### src/rtl/fifo_stream_reader_pkg.sv
// Shared constants and helpers for the dsp sample FIFO read path.
package fifo_stream_reader_pkg;

  localparam int OUTQ_DEPTH    = 3;
  localparam int DEFAULT_WIDTH = 18;
  localparam int FRAME_CNT_W   = 16;
  localparam int OUTQ_CNT_W    = $clog2(OUTQ_DEPTH + 1);

  typedef logic [OUTQ_CNT_W-1:0] outq_cnt_t;

  // A read may only issue if its data is guaranteed a free queue slot on arrival.
  function automatic logic outq_has_room(input outq_cnt_t count, input logic inflight);
    return (int'(count) + int'(inflight)) < OUTQ_DEPTH;
  endfunction

endpackage

### src/rtl/fifo_rd_outq.sv
// Small registered shift queue; entry 0 is the head and drives the stream outputs.
module fifo_rd_outq
  import fifo_stream_reader_pkg::*;
#(
  parameter int WIDTH = DEFAULT_WIDTH
) (
  input  logic             clk,
  input  logic             rst,
  input  logic             push,
  input  logic [WIDTH-1:0] push_data,
  input  logic             pop,
  output logic [WIDTH-1:0] head_data,
  output logic             head_valid,
  output outq_cnt_t        count
);

  logic [WIDTH-1:0] mem      [OUTQ_DEPTH];
  logic [WIDTH-1:0] mem_next [OUTQ_DEPTH];
  outq_cnt_t        wr_idx;

  // On a simultaneous push/pop the new word lands one slot lower, after the shift.
  always_comb begin
    wr_idx = count - outq_cnt_t'(pop);
    for (int i = 0; i < OUTQ_DEPTH; i++) mem_next[i] = mem[i];
    if (pop) begin
      for (int i = 0; i < OUTQ_DEPTH - 1; i++) mem_next[i] = mem[i + 1];
    end
    for (int i = 0; i < OUTQ_DEPTH; i++) begin
      if (push && int'(wr_idx) == i) mem_next[i] = push_data;
    end
  end

  always_ff @(posedge clk or posedge rst) begin
    if (rst) begin
      for (int i = 0; i < OUTQ_DEPTH; i++) mem[i] <= '0;
      count <= '0;
    end else begin
      for (int i = 0; i < OUTQ_DEPTH; i++) mem[i] <= mem_next[i];
      count <= count + outq_cnt_t'(push) - outq_cnt_t'(pop);
    end
  end

  assign head_data  = mem[0];
  assign head_valid = (count != '0);

endmodule

### src/rtl/fifo_stream_reader.sv
// Drains the dsp sample FIFO into a valid/ready stream with per-frame last flags.
module fifo_stream_reader
  import fifo_stream_reader_pkg::*;
#(
  parameter int WIDTH     = DEFAULT_WIDTH,
  parameter int FRAME_LEN = 32
) (
  input  logic                   clk,
  input  logic                   rst,
  input  logic                   en,
  input  logic                   fifo_empty,
  input  logic [WIDTH-1:0]       fifo_d_out,
  output logic                   fifo_rd_en,
  output logic                   m_valid,
  input  logic                   m_ready,
  output logic [WIDTH-1:0]       m_data,
  output logic                   m_last,
  output logic [FRAME_CNT_W-1:0] frame_cnt,
  output logic                   underrun
);

  localparam int IDX_W = $clog2(FRAME_LEN);
  localparam logic [IDX_W-1:0] LAST_IDX = IDX_W'(FRAME_LEN - 1);

  // Stream handshake: a beat moves on a rising edge where m_valid and m_ready are
  // both high; m_valid/m_data/m_last never change while a beat waits for m_ready.
  logic             inflight;
  logic             pop;
  outq_cnt_t        q_count;
  logic [IDX_W-1:0] beat_idx;

  // Only registered state, en and fifo_empty feed the strobe; m_ready never does.
  assign fifo_rd_en = !rst && en && !fifo_empty && outq_has_room(q_count, inflight);
  assign pop        = m_valid && m_ready;
  assign m_last     = m_valid && (beat_idx == LAST_IDX);

  fifo_rd_outq #(.WIDTH(WIDTH)) u_outq (
    .clk        (clk),
    .rst        (rst),
    .push       (inflight),
    .push_data  (fifo_d_out),
    .pop        (pop),
    .head_data  (m_data),
    .head_valid (m_valid),
    .count      (q_count)
  );

  always_ff @(posedge clk or posedge rst) begin
    if (rst) begin
      inflight  <= 1'b0;
      beat_idx  <= '0;
      frame_cnt <= '0;
      underrun  <= 1'b0;
    end else begin
      inflight <= fifo_rd_en;
      if (pop) begin
        if (m_last) begin
          beat_idx  <= '0;
          frame_cnt <= frame_cnt + FRAME_CNT_W'(1);
        end else begin
          beat_idx <= beat_idx + IDX_W'(1);
        end
      end
      // Sink asked for the next beat of an open frame and nothing was there.
      if (beat_idx != '0 && m_ready && !m_valid) underrun <= 1'b1;
    end
  end

endmodule

### config.mk
export PLATFORM = sky130hd
export DESIGN_NAME = fifo_stream_reader
export DESIGN_NICKNAME = d
export VERILOG_FILES = /design/src/rtl/fifo_stream_reader_pkg.sv /design/src/rtl/fifo_rd_outq.sv /design/src/rtl/fifo_stream_reader.sv
export SDC_FILE = /design/constraint.sdc
export NUM_CORES = 1
export LEC_CHECK = 0
export BUFFER_PORTS_ARGS = -buffer_cell sky130_fd_sc_hd__buf_2
export CAP_MARGIN = 25
export CORE_UTILIZATION = 43
export CTS_BUF_LIST = sky130_fd_sc_hd__clkbuf_2
export DETAILED_ROUTE_END_ITERATION = 10
export PLACE_DENSITY = 0.62
export RECOVER_POWER = 50
export SYNTH_ARGS = -nofsm -noshare
export SYNTH_HDL_FRONTEND = slang
export SYNTH_SLANG_ARGS = --single-unit
### constraint.sdc
create_clock -name clk -period 4.3 [get_ports clk]
set_input_delay 0.86 -clock clk [delete_from_list [all_inputs] [get_ports clk]]
set_output_delay 0.86 -clock clk [all_outputs]
set_load 0.02 [all_outputs]
==> results.ini <==
[logic_synthesis]
synth_simple_gate_area_share_pct=10.1
synth_largest_area_cell=dfrtp_1
ys.flop_type=dfrtp_1
yosysTopAreaCellShare_pct=53.2
synthTopCellsByArea=dfrtp_1 (53%), mux2i_1 (9.7%), buf_4 (4.6%), nand2_1 (4.4%), o21ai_1 (3.4%)
netlist_area_um2=3720
yosysMostFrequentCell=dfrtp_1
synthCells=325
avgSynthCellArea_um2=11.4
yosys-top-cells-count=dfrtp_1 (79), nand2_1 (44), mux2i_1 (36)
ys_async_sr_fraction_pct=100
synth-compound-area-share_pct=6.36
synth_edf_count=0
synthXorXnorAreaFrac_pct=4.44
ys_warn_count=0
synth.distinct_cells=32
syn-num-nets=356
synth_top_family_by_area=multiplexers
ys_seq_area_share_pct=53.2
ys_ff_latch=79
synthMuxAreaShare_pct=15.5
synth_fa_ha_area_share_pct=2.69

[clocking]
postCtsResizedCells=0
cts.sinks=79
cts_made_buffers=9
clkLatencyLatePin_ns=0.51
cts_root_buf=clkbuf_2
htreeDepth=3
clk_pin_slew_ns=0.22
cts_setup_buffers=0
cts_buffer_depth=2
postCtsHoldBufs=0
tritoncts=done

[global_routing]
overflow=0
grt_max_degree=63
grt_pass1_vias=2287
track_usage_pct=16.2
grt_antenna_before_repair=0
grt_first_pass_wirelength_um=11100

[layout]
post_route_cells_drive_above_1_share_pct=25.0
final_core_util_pct=48.8
finalNetCount=398
syn_to_final_growth_pct=8.89
diodes=0

[run_status]
status=finished, violations left
violations=max-capacitance violations, max-slew violations

[critical_path]
ff2ff_path_depth=8
critPathSlowestCell=clkinvlp_2
regToRegSetupSlack_ns=1.56
cp-startpoint=rst
crit_path_cell_trace=buf_2 -> clkinvlp_2 -> nand3_1 -> a21oi_1 -> buf_2
worst_ep_arrival_time_ns=2.16
startpoint_type=input port
crit_fanout=19
required_ns=3.44
crit_path_end=fifo_rd_en
cp_slowest_stage_delay_ns=0.65
path_buf_inv=3
critPathCaptureType=output port
cp_num_cells=5
timing.rr.start=u_outq.count[1]
r2r-end=u_outq.head_data[7]
crit_type=input port to output port
crit_top_cell=buf_2
crit_family=buffers and inverters

[floorplan]
die_area_um2=9020
row_count=33
io_pins=61
die_h_um=95.0
initial_core_util_pct=44.8
core_um2=8300
chipWidth_um=95.0

[sta]
tightest_slew_ns=1.50
slew_viol_final=62
fmax_mhz=332
setup_tns_ns=0
hold_viol=0
rsz0062_at_grt=no
setup-violations-final=0
fin_skew_ns=0.0215
slew_headroom_pct=-0.170
finalCritPeriodShare_pct=70.1
fin_crit_ns=3.02

[routing]
firstDrtPassIters=6
post_drt_wl_per_cell_um=13.6
viasPerCell=4.99
drt_wl_total_um=6500
drt_iter0_drc=98
drt.antenna.violating_nets=0
drc=0
vias=2379

[place]
place.gp.congestion=0.719
hpwl_um=4410
io_buffers=60

[min_path]
hold_class=input port to async pin

[power_and_ir_drop]
ir_drop_mv=0.298
powerDensity_nw_per_um2=601
p_leak_uw=0.00204

[flow_run]
max_cap_viol_count=1

[cell families after synthesis]
logic type,Yosys count
xor+xnor,18
flops,79
compound gates,46
simple gates,79
buf+inv,40
mux,55
fa+ha+maj,8
[layer usage]
layer | share of wire [%] | up-vias | routed length, µm | track usage [%]
met3 | 4.1 | 8 | 268 | 4.83
met4 | 1.0 | 0 | 68 | 4.55
li1 | - | 1179 | - | -
met2 | 47 | 52 | 3050 | 26.7
met1 | 48 | 1140 | 3110 | 20.6
met5 | 0 | - | 0 | 0
[worst min path at each step]
stage | from | to | cells after the start
2_1_floorplan | u_outq.mem[10] | u_outq.mem[10] | 1
3_3_place_gp | underrun | underrun | 1
3_5_place_dp | underrun | underrun | 1
4_1_cts | rst | frame_cnt[14] | 2
5_1_grt | rst | frame_cnt[11] | 2
6_report | rst | frame_cnt[12] | 2
[power breakdown]
part | total, µW | leakage [µW] | internal [µW] | switching, µW
Sequential | 1180 | 0.00101 | 1020 | 165
Clock | 458 | 0.0000792 | 199 | 260
Combinational | 791 | 0.000959 | 355 | 437
Total | 2430 | 0.00204 | 1570 | 861
[worst register-to-register path, stage by stage (launching register included)]
cell	delay, ns
dfrtp_1	0.50
o21ai_0	0.40
inv_4	0.18
ha_1	0.27
xnor2_2	0.29
and3_1	0.56
buf_4	0.34
nand2_1	0.09
o21ai_1	0.07
[cell usage in the layout, fill, tap and decap left out, types with 3 or more instances in the layout]
cell type / instances
a21oi_1: 3
nor3_1: 3
nand3_1: 10
mux2_2: 9
o21ai_0: 17
mux2_1: 10
buf_2: 58
and3_1: 8
xor2_1: 6
dfrtp_1: 79
xnor2_1: 11
o21ai_1: 24
nor2_1: 5
inv_1: 5
ha_1: 8
buf_4: 3
mux2i_1: 36
clkbuf_2: 11
nand2_1: 44
nand4_1: 3
[per-stage QoR]
step / hold WS, ns / cell area [µm²] / power, µW / setup slack (ns) / instances
after floorplan: 0.457 / 3720 / 1900 / 0.324 / 325
after global placement: 0.449 / 3930 / 1990 / 1.48 / 461
after detailed placement: 0.452 / 3930 / 2020 / 1.40 / 461
after CTS: 0.191 / 4070 / 2490 / 1.39 / 477
after global routing: 0.391 / 4050 / 2620 / 1.04 / 477
final: 0.411 / 4050 / 2430 / 1.28 / 477
[cell type report]
class / count / area, µm²
repair buffers: 64 / 325
inverters: 7 / 30.0
clock buffers: 10 / 50.0
fillers: 751 / 4250
well taps: 105 / 131
multi-input cells: 206 / 1440
flip-flops and latches: 79 / 1980
clock inverters: 6 / 92.6
[registers in the layout, summed over array words and instances, names as in the netlist]
signal / flops
u_outq.mem: 36
u_outq.head_data: 18
frame_cnt: 16
beat_idx: 5
u_outq.count: 2
inflight: 1
underrun: 1
Power figures use the tool's default switching activity.
